==> src/rtl/oflow_score_calc_multi_sm_fsm_if.sv <==
// Handshake bundle between registration/buffer control and the score-calc sequencer.
interface oflow_score_calc_multi_sm_fsm_if #(
  parameter int NUM_SM  = 2,
  parameter int ROUND_W = 8
);
  logic              start_score_calc;
  logic              abort;
  logic              done_read;
  logic [NUM_SM-1:0] valid_mask;
  logic [NUM_SM-1:0] done_similarity_metric;
  logic [NUM_SM-1:0] start_similarity_metric;
  logic              done_score_calc;
  logic              busy;
  logic [ROUND_W-1:0] round_cnt;
  logic              spurious_done;

  modport master (
    output start_score_calc, abort, done_read, valid_mask, done_similarity_metric,
    input  start_similarity_metric, done_score_calc, busy, round_cnt, spurious_done
  );

  modport slave (
    input  start_score_calc, abort, done_read, valid_mask, done_similarity_metric,
    output start_similarity_metric, done_score_calc, busy, round_cnt, spurious_done
  );
endinterface

==> src/rtl/oflow_score_calc_multi_sm_fsm.sv <==
// Round sequencer for NUM_SM similarity-metric units: issues start rounds, tracks
// per-unit completion, and flags done pulses from units that were not started.

module oflow_score_calc_lane (
  input  logic clk,
  input  logic reset_N,
  input  logic flush,
  input  logic load,
  input  logic issue,
  input  logic track,
  input  logic done,
  output logic remaining,
  output logic spur
);
  logic pending;

  assign remaining = pending & ~done;
  assign spur      = done & ~(pending & track);

  always_ff @(posedge clk or negedge reset_N) begin
    if (!reset_N)   pending <= 1'b0;
    else if (flush) pending <= 1'b0;
    else if (load)  pending <= issue;
    else if (track) pending <= remaining;
  end
endmodule

module oflow_score_calc_multi_sm_fsm #(
  parameter int NUM_SM  = 2,
  parameter int ROUND_W = 8
) (
  input logic clk,
  input logic reset_N,
  oflow_score_calc_multi_sm_fsm_if.slave sc
);
  typedef enum logic [1:0] {IDLE_ST, ISSUE_ST, WAIT_ST} state_t;

  state_t            state;
  logic              last;
  logic [NUM_SM-1:0] issue_mask, remaining, spur;
  logic              track, complete, accept, fin, issue_now, spur_any;

  assign issue_mask = sc.valid_mask | NUM_SM'(1);
  assign track      = (state != IDLE_ST);
  assign complete   = (state == WAIT_ST) && (remaining == '0);
  assign accept     = (state == IDLE_ST) && sc.start_score_calc && !sc.abort;
  // Completion uses the registered last, so a coincident done_read applies to the next one.
  assign fin        = complete && last && !sc.abort;
  assign issue_now  = accept || (complete && !last && !sc.abort);
  assign spur_any   = |spur;

  genvar g;
  generate
    for (g = 0; g < NUM_SM; g++) begin : g_lane
      oflow_score_calc_lane u_lane (
        .clk       (clk),
        .reset_N   (reset_N),
        .flush     (sc.abort),
        .load      (issue_now),
        .issue     (issue_mask[g]),
        .track     (track),
        .done      (sc.done_similarity_metric[g]),
        .remaining (remaining[g]),
        .spur      (spur[g])
      );
    end
  endgenerate

  // Pulses are gated by reset so an asserted reset silences them immediately.
  assign sc.start_similarity_metric = (issue_now && reset_N) ? issue_mask : '0;
  assign sc.done_score_calc         = fin && reset_N;

  always_ff @(posedge clk or negedge reset_N) begin
    if (!reset_N) begin
      state            <= IDLE_ST;
      last             <= 1'b0;
      sc.busy          <= 1'b0;
      sc.round_cnt     <= '0;
      sc.spurious_done <= 1'b0;
    end else begin
      if (accept)        sc.spurious_done <= spur_any;
      else if (spur_any) sc.spurious_done <= 1'b1;

      if (sc.abort) begin
        state        <= IDLE_ST;
        last         <= 1'b0;
        sc.busy      <= 1'b0;
        sc.round_cnt <= '0;
      end else begin
        if (sc.done_read) last <= 1'b1;
        else if (fin)     last <= 1'b0;

        case (state)
          IDLE_ST: if (sc.start_score_calc) begin
            state        <= ISSUE_ST;
            sc.busy      <= 1'b1;
            sc.round_cnt <= ROUND_W'(1);
          end
          ISSUE_ST: state <= WAIT_ST;
          WAIT_ST: if (complete) begin
            if (last) begin
              state   <= IDLE_ST;
              sc.busy <= 1'b0;
            end else begin
              state <= ISSUE_ST;
              if (sc.round_cnt != '1) sc.round_cnt <= sc.round_cnt + ROUND_W'(1);
            end
          end
          default: state <= IDLE_ST;
        endcase
      end
    end
  end
endmodule

==> src/flat_wrapper.sv <==
// flat-port wrapper written by rule: the top's interface ports become plain ports
module oflow_score_calc_multi_sm_fsm_flat 
#(
  parameter int NUM_SM  = 2,
  parameter int ROUND_W = 8
)
  (clk, reset_N, sc_start_score_calc, sc_abort, sc_done_read, sc_valid_mask, sc_done_similarity_metric, sc_start_similarity_metric, sc_done_score_calc, sc_busy, sc_round_cnt, sc_spurious_done);
  oflow_score_calc_multi_sm_fsm_if #(.NUM_SM(NUM_SM), .ROUND_W(ROUND_W)) sc_i ();
  input logic clk;
  input logic reset_N;
  input wire logic [$bits(sc_i.start_score_calc)-1:0] sc_start_score_calc;
  input wire logic [$bits(sc_i.abort)-1:0] sc_abort;
  input wire logic [$bits(sc_i.done_read)-1:0] sc_done_read;
  input wire logic [$bits(sc_i.valid_mask)-1:0] sc_valid_mask;
  input wire logic [$bits(sc_i.done_similarity_metric)-1:0] sc_done_similarity_metric;
  output wire logic [$bits(sc_i.start_similarity_metric)-1:0] sc_start_similarity_metric;
  output wire logic [$bits(sc_i.done_score_calc)-1:0] sc_done_score_calc;
  output wire logic [$bits(sc_i.busy)-1:0] sc_busy;
  output wire logic [$bits(sc_i.round_cnt)-1:0] sc_round_cnt;
  output wire logic [$bits(sc_i.spurious_done)-1:0] sc_spurious_done;
  assign sc_i.start_score_calc = sc_start_score_calc;
  assign sc_i.abort = sc_abort;
  assign sc_i.done_read = sc_done_read;
  assign sc_i.valid_mask = sc_valid_mask;
  assign sc_i.done_similarity_metric = sc_done_similarity_metric;
  assign sc_start_similarity_metric = sc_i.start_similarity_metric;
  assign sc_done_score_calc = sc_i.done_score_calc;
  assign sc_busy = sc_i.busy;
  assign sc_round_cnt = sc_i.round_cnt;
  assign sc_spurious_done = sc_i.spurious_done;
  oflow_score_calc_multi_sm_fsm #(.NUM_SM(NUM_SM), .ROUND_W(ROUND_W)) u_core (.clk(clk), .reset_N(reset_N), .sc(sc_i));
endmodule
==> config.mk <==
export PLATFORM = sky130hd
export DESIGN_NAME = oflow_score_calc_multi_sm_fsm_flat
export DESIGN_NICKNAME = d
export VERILOG_FILES = /design/src/rtl/oflow_score_calc_multi_sm_fsm_if.sv /design/src/rtl/oflow_score_calc_multi_sm_fsm.sv /design/src/flat_wrapper.sv
export SDC_FILE = /design/constraint.sdc
export NUM_CORES = 1
export LEC_CHECK = 0
export ABC_AREA = 1
export BUFFER_PORTS_ARGS = -buffer_cell sky130_fd_sc_hd__buf_2
export CAP_MARGIN = 20
export CORE_UTILIZATION = 46
export CTS_CLUSTER_SIZE = 8
export DETAILED_ROUTE_END_ITERATION = 16
export GPL_TIMING_DRIVEN = 0
export MAX_ROUTING_LAYER = met4
export PLACE_DENSITY = 0.79
export SETUP_SLACK_MARGIN = 0.3
export SYNTH_ARGS = -nofsm -noshare
export SYNTH_HDL_FRONTEND = slang
export SYNTH_SLANG_ARGS = --single-unit
==> constraint.sdc <==
create_clock -name clk -period 1.3 [get_ports clk]
set_input_delay 0.26 -clock clk [delete_from_list [all_inputs] [get_ports clk]]
set_output_delay 0.26 -clock clk [all_outputs]
set_load 0.01 [all_outputs]
### Word level (Yosys, flattened, before mapping)

Cells that the tools add are included.

* multiplexer cells: 28
* div/mod/pow operators: 0
* $lt $le $gt $ge: 0
* reductions and logical operators: 23
* $add $sub $neg: 1
* shifts and indexed selects: 0
* eq/ne operators: 8
* bitwise logic cells: 10
* $mul: 0

Operators by type and width (number)
* 8-bit 2-to-1 mux: 5
* 1-bit 2-to-1 mux: 16
* 8-bit one-hot mux with 2 select lines: 1
* 1-bit logical AND: 9
* 3-bit != test, second input constant: 3
* 3-bit nonzero test: 3
* 8-bit by 1-bit adder with 8-bit output, second input constant: 1
* 2-bit 2-to-1 mux: 4
* 8-bit != test, second input constant: 1
* 1-bit bitwise AND: 6
* 3-bit by 2-bit != test with 1-bit output, second input constant: 2
* 2-bit one-hot mux with 3 select lines: 1
* 5-bit AND reduction: 1
* 2-bit logical NOT: 2
* 1-bit inverter: 4
* 4-bit AND reduction: 1
* 2-bit nonzero test: 2
* 2-bit by 1-bit == test with 1-bit output, second input constant: 1
* 2-bit == test, second input constant: 1
* 1-bit logical NOT: 2
* 1-bit one-hot mux with 2 select lines: 1
* 2-bit AND reduction: 1
* 2-bit OR reduction: 1
* 1-bit logical OR: 1

* latch bits: 0
* ROM bits: 0
* input port bits: 9
* output and inout bits: 13
* memories kept: 0
* register bits after elaboration: 15
* memory bits (writable): 0

### Longest topological paths before layout

Gate-level depths: netlist (run 1).

* word-level depth: 9
* gate-level depth with buffers: 9
* mapped depth without buffers: 8

### Cells and area by module

A second synthesis (run 1) with hierarchy kept.

* cell total of the unflattened synthesis: 152
* area, all modules: 992.2 um2

By module, submodules not included
* oflow_score_calc_multi_sm_fsm: sequential area each 325.3 um2, area an instance 847.1 um2, cells each 126, instances 1
* oflow_score_calc_lane: sequential area each 25.0 um2, area an instance 72.6 um2, cells each 13, instances 2

### Least setup slack after synthesis (run 1)

Ideal clock, no wire load.

* path type: register to register
* start point: register u_core.sc.round_cnt[0]
* end point: register u_core.sc.round_cnt[5]
* stages on the path, launching flop included: 9
* data required time: 1.184 ns
* arrival: 1.214 ns
* path buffers: 0
* setup time: 0.116 ns
* path slack: -0.031 ns
* path through: dfrtp_1 > ha_1 > nand2_1 > nor2_1 > nand2_2 > nand2_2 > nor2_8 > nand2_1 > nand2_1

* cells in the longest elaborated chain, start to end: 6

Ends and longest elaborated chain
* from (decl): line oflow_score_calc_multi_sm_fsm_if.sv:24 `output start_similarity_metric, done_score_calc, busy, round_cnt, spurious_done`
* from (signal assigned): line oflow_score_calc_multi_sm_fsm.sv:106 `if (sc.round_cnt != '1) sc.round_cnt <= sc.round_cnt + ROUND_W'(1);`
* 8-bit by 1-bit adder with 8-bit output: line oflow_score_calc_multi_sm_fsm.sv:106
* 8-bit 2-to-1 mux: line oflow_score_calc_multi_sm_fsm.sv:106
* 8-bit 2-to-1 mux: line oflow_score_calc_multi_sm_fsm.sv:101 `if (last) begin`
* 8-bit 2-to-1 mux: line oflow_score_calc_multi_sm_fsm.sv:100 `WAIT_ST: if (complete) begin`
* 8-bit one-hot mux with 2 select lines: line oflow_score_calc_multi_sm_fsm.sv:93 `case (state)`
* 8-bit 2-to-1 mux: line oflow_score_calc_multi_sm_fsm.sv:84 `if (sc.abort) begin`

Several ways; a longest one is shown, not always the timed one. The select of a mux whose other input is x is not followed.
A chain may end at the register's enable or synchronous reset.

### Final worst setup path (run 1)

* start point: register u_core.g_lane[0].u_lane.pending
* end point: output port sc_start_similarity_metric[1]

* cells in the longest elaborated chain, start to end: 8

Ends and longest elaborated chain
* from (decl): line oflow_score_calc_multi_sm_fsm.sv:15 `logic pending;`
* from (signal assigned): line oflow_score_calc_multi_sm_fsm.sv:23 `else if (load) pending <= issue;`
* from (signal assigned): line oflow_score_calc_multi_sm_fsm.sv:24 `else if (track) pending <= remaining;`
* 1-bit bitwise AND: line oflow_score_calc_multi_sm_fsm.sv:17 `assign remaining = pending & ~done;`
* 2-bit logical NOT: line oflow_score_calc_multi_sm_fsm.sv:45 `assign complete = (state == WAIT_ST) && (remaining == '0);`
* 1-bit logical AND: line oflow_score_calc_multi_sm_fsm.sv:45
* 1-bit logical AND (2 in a row): line oflow_score_calc_multi_sm_fsm.sv:49 `assign issue_now = accept || (complete && !last && !sc.abort);`
* 1-bit logical OR: line oflow_score_calc_multi_sm_fsm.sv:49
* 1-bit logical AND: line oflow_score_calc_multi_sm_fsm.sv:70 `assign sc.start_similarity_metric = (issue_now && reset_N) ? issue_mask : '0;`
* 2-bit 2-to-1 mux: line oflow_score_calc_multi_sm_fsm.sv:70
* to (decl): line flat_wrapper.sv:16 `output wire logic [$bits(sc_i.start_similarity_metric)-1:0] sc_start_similarity_metric;`

Every way passes these cells.

==> results of run 1 <==
per-stage QoR:
step / hold WS (ns) / util [%] / TNS (ns) / worst slack [ns] / cell area [µm²]
finish: -0.137 / 74.0 / -2.90 / -0.409 / 1500
global route: -0.111 / 74.0 / -3.71 / -0.504 / 1500
CTS: -0.125 / 70.0 / -2.29 / -0.412 / 1420
detailed placement: 0.195 / 59.2 / -0.739 / -0.177 / 1200
global placement: 0.194 / 59.2 / -0.498 / -0.146 / 1200
floorplan: -0.0356 / - / 0 / 0.0550 / 1060
kinds of logic after synthesis:
kind of cell               synth area share (%)
AOI/OAI and AO/OA                          7.54
adders and majority gates                  1.24
buffers and inverters                      9.27
DFF                                        37.1
and+or+nand+nor                            44.9
cell usage in the layout, fill, tap and decap left out:
cell type,n
nand2_1,41
inv_1,18
buf_2,16
buf_4,15
nor2_1,14
buf_6,12
dfrtp_1,12
nand2_2,11
nand3_1,10
nor2_4,5
nor2_2,4
nand2_4,3
nand3_4,3
a21oi_2,3
clkbuf_4,3
dfrtp_2,3
nand3_2,2
o21ai_2,2
inv_4,2
inv_2,2
o21ai_0,2
o21bai_1,2
nor2_8,1
a21oi_1,1
a211o_1,1
o21ai_1,1
nor4_1,1
ha_2,1
clkbuf_1,1
worst paths after layout:
| kind | start | to | slack, ns | cells past startpoint |
|---|---|---|---|---|
| worst min register to register | u_core.state[1] | u_core.state[1] | 0.53 | 1 |
| max in group asynchronous | reset_N | u_core.sc.round_cnt[2] | 1.15 | 1 |
| worst min-delay path | reset_N | u_core.sc.round_cnt[5] | -0.14 | 1 |
| worst max register to register | u_core.state[1] | u_core.sc.round_cnt[0] | -0.18 | 11 |
| worst max-delay path | u_core.g_lane[0].u_lane.pending | sc_start_similarity_metric[1] | -0.41 | 6 |
| min in group clk | sc_done_read | u_core.last | 0.19 | 3 |
flip-flops by register name, indices dropped and copies added, names as in the netlist:
register	count
u_core.g_lane.u_lane.pending	2
u_core.last	1
u_core.sc.busy	1
u_core.sc.round_cnt	8
u_core.sc.spurious_done	1
u_core.state	2
per-layer routing:
metal | vias up | routed length (µm)
met4 | 0 | 63
met2 | 44 | 1370
li1 | 544 | -
met1 | 504 | 1130
met5 | - | 0
met3 | 12 | 147
cell type report:
type / count / area [µm²] / share of cell area (%)
Clock buffer: 4 / 26.3 / 1.76
Tap cell: 27 / 33.8 / 2.26
Sequential cell: 15 / 379 / 25.3
Buffer: 1 / 11.3 / 0.753
Multi-Input combinational cell: 108 / 642 / 42.9
Inverter: 22 / 87.6 / 5.85
Timing Repair Buffer: 42 / 317 / 21.2
timing repair:
item                                   CTS  global route
pin swaps                               10             6
setup endpoints to repair               27            27
endpoints found under the hold margin   15            15
setup buffers                           16             6
resized for setup                       19            10
cloned                                   0             0
power by group:
part / switching (mW) / internal, mW / leakage, nW
clock: 0.163 / 0.120 / 0.0150
combinational: 0.168 / 0.129 / 0.590
sequential: 0.0217 / 0.488 / 0.194
total: 0.354 / 0.737 / 0.799
==> run_results.csv, run 1 <==
group,metric,value,unit
critical_path,cp_num_buf_inv,1,
outcome,status,"complete, but fails checks",
outcome,violations,"negative hold slack, negative setup slack",
logic_synthesis,synth_ff_type,"dfrtp_1",
worst_hold_path,hold_path_class,"primary input to async pin",
logic_synthesis,synth.yosys.seq_area_share,37.1,%
place,placed_cells_incl_taps,193,
global_route,grt.busiest_layer,"met2",
clocking,cts_tree,"yes",
critical_path,setup.worst_path.end_class,"output pin",
power_and_ir_drop,ir_drop,0.671,mV
drt,drt_iter0_drc,37,
final_layout,area_delta_synth_final,47.8,%
logic_synthesis,synthDominantCellAreaShare,37.1,%
floorplan,fp.dieArea,2390,µm²
critical_path,crit_required,1.04,ns
global_route,grt.met2_usage,44.2,%
logic_synthesis,synth-edff-count,0,
sta,setup_viol,15,
floorplan,rows,16,
critical_path,cp.arrival,1.45,ns
power_and_ir_drop,power,1.09,mW
sta,max_freq,585,MHz
global_route,antenna_found_initial,0,
final_layout,instances_no_fill,219,
clocking,cts_root_buf,"clkbuf_4",
logic_synthesis,syn_avg_cell_area,6.93,µm²
sta,setup_ws,-0.409,ns
logic_synthesis,syn_area,1010,µm²
global_route,grt_usage,25.2,%
logic_synthesis,syn_nets,156,
floorplan,core,2020,µm²
sta,tightest_slew,0.361,ns
logic_synthesis,yosysTopAreaCell,"dfrtp_1",
power_and_ir_drop,p_per_area,729,nW/µm²
sta,period_share,131,%
sta,relSlewSlack,75.9,%
logic_synthesis,synth.cells.most_frequent,"50 x nand2_1, 19 x nor2_1, 18 x inv_1",
floorplan,num_io_pins,22,
drt,routedWlPerCell,12.4,µm
global_route,grt.met3_usage,4.05,%
sta,whs,-0.137,ns
final_layout,antenna_cells,0,
drt,routed_wl,2.71,mm
logic_synthesis,ys_warn_count,0,
drt,vias_per_cell,5.04,
place,place_congestion,0.883,
final_layout,layout-drive-gt1-share,45.8,%
logic_synthesis,ys_types,22,
drt,num_vias,1104,
logic_synthesis,ys_ff_latch,15,
final_layout,nets,203,
critical_path,cp_slowest_stage_delay,0.43,ns
clocking,htree_levels,1,
final_layout,nFillCells,157,
floorplan,fp.dieW,48.9,µm
critical_path,critical-path-top-delay-family,"flip-flops",
critical_path,worstSetupStartpointType,"flop",
power_and_ir_drop,p_leak,0.799,nW
clocking,clock_latency,0.29,ns
global_route,gr-total-overflow,0,
logic_synthesis,syn_inst,146,
clocking,cts_buffer_depth,2,
logic_synthesis,async_flop_share,100,%
clocking,cts_buffers,3,
clocking,clk_pin_slew,0.10,ns
critical_path,worst_path_max_delay_cell,"dfrtp_1",
drt,route.detailed.drc,0,
clocking,cts.sinks,15,
global_route,grt_max_degree,17,
floorplan,initial_core_util,50.1,%
critical_path,crit_type,"flop to output pin",
sta,rsz0062_at_grt,"true",
logic_synthesis,yosysMostFrequentCell,"nand2_1",
drt,ant_nets,0,
sta,hold_viol_final,15,
critical_path,crit_path_frequent_cell,"nand2_2",
global_route,grt_pass1_wl,4.44,mm
place,dp.final_hpwl,1.69,mm
critical_path,critPathMaxFanout,3,
sta,finClkSkew,0.00393,ns
global_route,met1_usage,28.7,%
critical_path,path_cells,"nand2_2, nand2_2, o21ai_2, nand2_1, nor2_2, buf_2",
global_route,grt_pass1_vias,1010,
sta,slew_violations,0,
place,port_buffers,20,
drt,firstDrtPassIters,5,
flow_run,maxCapViolations,0,
sta,min_period,1.71,ns
floorplan,die_y,48.9,µm
logic_synthesis,yosys-top-cells-area,"dfrtp_1 37%, nand2_1 19%, nor2_1 7.0%",
Note: power is estimated with default switching activity, not from simulation.
==> inputs of run 2 (changes only) <==
--- a/config.mk
+++ b/config.mk
@@ -13,7 +13,7 @@
 export DETAILED_ROUTE_END_ITERATION = 16
 export GPL_TIMING_DRIVEN = 0
 export MAX_ROUTING_LAYER = met4
-export PLACE_DENSITY = 0.79
+export PLACE_DENSITY = 0.76
 export SETUP_SLACK_MARGIN = 0.3
 export SYNTH_ARGS = -nofsm -noshare
 export SYNTH_HDL_FRONTEND = slang
==> constraint.sdc (replaced) <==
create_clock -name clk -period 1.6 [get_ports clk]
set_input_delay 0.32 -clock clk [delete_from_list [all_inputs] [get_ports clk]]
set_output_delay 0.32 -clock clk [all_outputs]
set_load 0.01 [all_outputs]
==> run 2 against run 1 <==
Compared with the run above: the flow finishes with violations (negative setup slack); cell area fell by 2.0%; sequential share of layout area increased by 0.69 points; combinational power is 20% lower; critical path depth did not move; highest routed layer unchanged; largest cell class unchanged; die area stayed put; cell count shrank 4.1%; setup slack gained 0.17 ns.
==> run_results.csv, run 2 (synthesis results as in run 1) <==
group,metric,value,unit
final_layout,instances_no_fill,210,
sta,finClkSkew,0.0140,ns
clocking,clock_latency,0.30,ns
critical_path,cp_slowest_stage_delay,0.47,ns
final_layout,final_util,72.5,%
flow_run,maxCapViolations,0,
sta,relSlewSlack,50.8,%
drt,drt_iter0_drc,31,
floorplan,core,2020,µm²
critical_path,path_depth,6,
drt,route.detailed.drc,0,
critical_path,reg2reg_depth,8,
place,place_congestion,0.872,
global_route,grt.busiest_layer,"met2",
floorplan,rows,16,
sta,setup_ws,-0.240,ns
drt,num_vias,1111,
critical_path,r2r_end,"u_core.sc.round_cnt[2]",
critical_path,crit_end,"sc_start_similarity_metric[1]",
final_layout,multiInputGateArea,691,µm²
final_layout,nFillCells,155,
global_route,grt_usage,22.7,%
global_route,grt_pass1_wl,4.06,mm
global_route,grt_max_degree,16,
power_and_ir_drop,power,0.893,mW
drt,firstDrtPassIters,4,
place,port_buffers,20,
power_and_ir_drop,ir_drop,0.658,mV
global_route,grt.met3_usage,1.87,%
drt,vias_per_cell,5.29,
critical_path,cp.arrival,1.52,ns
sta,setup_viol,3,
sta,rsz0062_at_grt,"true",
sta,final.setup.tns,-0.696,ns
critical_path,crit_required,1.28,ns
final_layout,antenna_cells,0,
critical_path,path_cells,"nor2_4, nand3_4, o21ai_4, nand2_2, nor2_2, buf_2",
critical_path,timing.rr.start,"u_core.state[0]",
global_route,antenna_found_initial,0,
critical_path,reg2reg_setup_slack,0.20,ns
outcome,status,"complete, but fails checks",
place,placed_cells_incl_taps,193,
final_layout,regMostFlops,"u_core.sc.round_cnt",
critical_path,cp-startpoint,"u_core.state[0]",
clocking,clk_pin_slew,0.11,ns
sta,min_period,1.84,ns
final_layout,final_common_cell,"nand2_1",
sta,period_share,115,%
floorplan,fp.dieArea,2390,µm²
clocking,cts_root_buf,"clkbuf_4",
global_route,gr-total-overflow,0,
critical_path,critical-path-top-delay-family,"flip-flops",
floorplan,fp.dieW,48.9,µm
global_route,grt.met2_usage,41.7,%
place,dp.final_hpwl,1.62,mm
final_layout,final_cell_mix,"39 x nand2_1, 18 x buf_2, 15 x inv_1",
sta,max_freq,543,MHz
worst_hold_path,hold_path_class,"primary input to flop",
floorplan,die_y,48.9,µm
final_layout,nets,194,
critical_path,cp_num_buf_inv,1,
critical_path,critPathMaxFanout,3,
clocking,cts_buffers,3,
sta,hold_viol_final,0,
floorplan,num_io_pins,22,
global_route,met1_usage,25.0,%
final_layout,area.sequential,382,µm²
clocking,cts_tree,"yes",
final_layout,layout-drive-gt1-share,48.1,%
power_and_ir_drop,p_leak,0.785,nW
final_layout,largest_reg_flops,8,
outcome,violations,"negative setup slack",
critical_path,worst_path_max_delay_cell,"dfrtp_2",
global_route,grt_pass1_vias,943,
final_layout,reg.largest.list,"u_core.sc.round_cnt x8, u_core.g_lane.u_lane.pending x2, u_core.state x2",
drt,ant_nets,0,
clocking,cts.sinks,15,
sta,slew_violations,0,
critical_path,setup.worst_path.end_class,"output pin",
power_and_ir_drop,p_per_area,609,nW/µm²
drt,routed_wl,2.98,mm
critical_path,crit_type,"flop to output pin",
clocking,cts_buffer_depth,2,
floorplan,initial_core_util,50.1,%
drt,routedWlPerCell,14.2,µm
critical_path,worstSetupStartpointType,"flop",
clocking,htree_levels,1,
final_layout,area_delta_synth_final,44.9,%
sta,tightest_slew,0.738,ns
==> run 2: cell types whose count changed in the layout (fill, tap and decap cells not counted), sizes merged <==
cell,change
clkbuf,-1
buf,-10
dlymetal6s4s,+1
clkinvlp,+1
==> run 2: power breakdown <==
part,total [mW],internal [mW],switching [mW]
Sequential,0.417,0.397,0.0202
Combinational,0.239,0.0966,0.142
Clock,0.237,0.0954,0.142
==> run 2: how the worst min path moves through the flow <==
stage / start / to / slack, ns / cells past startpoint
finish: sc_done_read / u_core.last / 0.26 / 3
global route: sc_done_read / u_core.last / 0.27 / 3
CTS: sc_done_read / u_core.last / 0.26 / 3
detailed placement: reset_N / u_core.sc.round_cnt[3] / 0.26 / 1
global placement: reset_N / u_core.sc.round_cnt[5] / 0.25 / 1
floorplan: reset_N / u_core.g_lane[0].u_lane.pending / 0.02 / 0
==> run 2: final cells by class <==
cell class / count / share of cell area, %
inverters: 22 / 5.80
plain buffers: 1 / 0.768
clock inverters: 1 / 0.512
flip-flops and latches: 15 / 26.0
well taps: 27 / 2.30
repair buffers: 33 / 16.0
multi-input cells: 108 / 47.1
clock buffers: 3 / 1.54
==> run 2: routing by layer <==
metal | vias to the layer above | wire length [µm]
li1 | 523 | -
met1 | 516 | 1130
met2 | 52 | 1530
met3 | 20 | 157
met4 | 0 | 162
met5 | - | 0
==> run 2: what timing repair did <==
item	4_1_cts	5_1_grt
pin swaps	6	16
setup buffers	7	5
hold buffers	1	0
gates resized for setup	9	42
setup endpoints to repair	11	20
hold endpoints to repair	15	0
gates cloned	0	0
==> run 2: worst min-delay path, delay by kind of cell <==
kind,cells,cell delay [ns]
AO/OA/AOI/OAI,1,0.03
buffers and inverters,1,0.09
AND/OR/NAND/NOR,1,0.08
==> run 2: stage by stage <==
step | hold slack (ns) | setup WS [ns] | cell area, µm²
finish | 0.260 | -0.240 | 1470
global route | 0.272 | -0.349 | 1470
CTS | 0.265 | -0.163 | 1290
detailed placement | 0.262 | 0.0169 | 1150
global placement | 0.253 | 0.0108 | 1150
floorplan | 0.0244 | 0.271 | 1020
==> inputs of run 3 (changes only) <==
--- a/config.mk
+++ b/config.mk
@@ -14,7 +14,6 @@
 export GPL_TIMING_DRIVEN = 0
 export MAX_ROUTING_LAYER = met4
 export PLACE_DENSITY = 0.76
-export SETUP_SLACK_MARGIN = 0.3
 export SYNTH_ARGS = -nofsm -noshare
 export SYNTH_HDL_FRONTEND = slang
 export SYNTH_SLANG_ARGS = --single-unit
==> constraint.sdc (replaced) <==
create_clock -name clk -period 2.13 [get_ports clk]
set_input_delay 0.426 -clock clk [delete_from_list [all_inputs] [get_ports clk]]
set_output_delay 0.426 -clock clk [all_outputs]
set_load 0.01 [all_outputs]
==> run 3 against run 2 <==
Compared with the run above: the flow now finishes without violations; critical path type unchanged; via count decreased by 14%; clock skew fell by 0.012 ns; largest power group unchanged; sequential power fell by 25%; power decreased by 34%; cell count down 6.2%.
==> run_results.csv, run 3 (synthesis results as in run 1) <==
group,metric,value,unit
final_layout,final_common_cell,"nand2_1",
outcome,status,"completed",
global_route,grt_max_degree,17,
sta,rsz0062_at_grt,"false",
place,dp.final_hpwl,1.65,mm
clocking,cts.sinks,15,
sta,final.setup.tns,0,ns
worst_hold_path,hold_path_class,"primary input to async pin",
sta,slew_violations,0,
power_and_ir_drop,p_leak,0.667,nW
sta,min_period,1.94,ns
drt,ant_nets,0,
sta,max_freq,516,MHz
sta,finClkSkew,0.00217,ns
floorplan,core,2020,µm²
critical_path,crit_type,"flop to output pin",
final_layout,area_delta_synth_final,16.3,%
clocking,htree_levels,1,
clocking,clk_pin_slew,0.09,ns
clocking,clock_latency,0.28,ns
critical_path,critPathMaxFanout,3,
power_and_ir_drop,power,0.590,mW
drt,firstDrtPassIters,4,
drt,routedWlPerCell,10.9,µm
floorplan,fp.dieW,48.9,µm
final_layout,reg.largest.list,"u_core.sc.round_cnt x8, u_core.g_lane.u_lane.pending x2, u_core.state x2",
critical_path,crit_required,1.70,ns
final_layout,layout-drive-gt1-share,25.3,%
sta,period_share,91.0,%
final_layout,final_cell_mix,"50 x nand2_1, 20 x buf_2, 19 x nor2_1",
clocking,cts_buffer_depth,2,
global_route,grt_pass1_wl,3.82,mm
global_route,antenna_found_initial,0,
sta,hold_viol_final,0,
drt,drt_iter0_drc,25,
place,port_buffers,20,
drt,num_vias,950,
flow_run,maxCapViolations,0,
power_and_ir_drop,p_per_area,501,nW/µm²
final_layout,largest_reg_flops,8,
drt,route.detailed.drc,0,
global_route,gr-total-overflow,0,
floorplan,die_y,48.9,µm
global_route,grt_usage,21.5,%
sta,setup_viol,0,
critical_path,worstSetupStartpointType,"flop",
clocking,cts_buffers,3,
sta,tightest_slew,0.373,ns
drt,routed_wl,2.14,mm
power_and_ir_drop,ir_drop,0.415,mV
final_layout,nets,181,
final_layout,regMostFlops,"u_core.sc.round_cnt",
drt,vias_per_cell,4.82,
place,place_congestion,0.875,
critical_path,cp.arrival,1.51,ns
critical_path,setup.worst_path.end_class,"output pin",
floorplan,num_io_pins,22,
final_layout,nFillCells,190,
clocking,cts_tree,"yes",
clocking,cts_root_buf,"clkbuf_4",
floorplan,rows,16,
floorplan,initial_core_util,50.1,%
global_route,grt_pass1_vias,930,
floorplan,fp.dieArea,2390,µm²
sta,relSlewSlack,75.1,%
final_layout,antenna_cells,0,
run 3: through the flow:
| step | util [%] | setup slack [ns] | instance area [µm²] | hold slack [ns] | cells |
|---|---|---|---|---|---|
| 3_3_place_gp | 56.7 | 0.335 | 1150 | 0.362 | 193 |
| 2_1_floorplan | - | 0.563 | 1010 | 0.130 | 146 |
| 5_1_grt | 58.2 | 0.0388 | 1180 | 0.0582 | 197 |
| 4_1_cts | 58.0 | 0.141 | 1170 | 0.0466 | 197 |
| 6_report | 58.2 | 0.192 | 1180 | 0.0427 | 197 |
| 3_5_place_dp | 56.7 | 0.292 | 1150 | 0.363 | 193 |
run 3: worst max-delay path, cell delays in order (launching register included):
cell     delay (ns)
dfrtp_1        0.44
nor2_4         0.16
nand3_1        0.12
o21ai_2        0.19
inv_1          0.08
nor2_1         0.10
buf_2          0.14
run 3: per-layer routing:
layer	wire [µm]	GRT usage, %	vias to the layer above
met4	27	8.82	0
met5	0	-	-
met1	964	23.5	423
met2	1060	38.7	23
met3	92	3.12	4
li1	-	-	500
run 3: final cells by class:
cell class | count | area, µm² | area share (%)
Buffer | 1 | 11.3 | 0.956
Clock buffer | 4 | 26.3 | 2.23
Inverter | 22 | 82.6 | 7.01
Multi-Input combinational cell | 108 | 548 | 46.5
Sequential cell | 15 | 375 | 31.9
Tap cell | 27 | 33.8 | 2.87
Timing Repair Buffer | 20 | 100 | 8.50
run 3: report_power, final:
part	switching [mW]	total [mW]	leakage, nW	internal [mW]
Clock	0.0914	0.164	0.0150	0.0728
Sequential	0.0147	0.312	0.198	0.297
Combinational	0.0754	0.114	0.454	0.0387
Total	0.181	0.590	0.667	0.409
run 3: repair_timing:
action,in CTS,in global routing
setup endpoints to repair,0,2
gates resized for setup,0,1
hold buffers,0,0
setup buffers,0,0
run 3: final timing paths:
| path | to | startpoint | cells after the start | slack, ns |
|---|---|---|---|---|
| min | u_core.sc.round_cnt[2] | reset_N | 1 | 0.04 |
| max | sc_start_similarity_metric[0] | u_core.state[0] | 6 | 0.19 |
| min in group clk | u_core.last | sc_done_read | 3 | 0.36 |
| max reg2reg | u_core.sc.round_cnt[3] | u_core.sc.round_cnt[0] | 8 | 0.68 |
| min reg2reg | u_core.sc.busy | u_core.sc.busy | 2 | 0.50 |
| max in group asynchronous | u_core.last | reset_N | 1 | 1.82 |
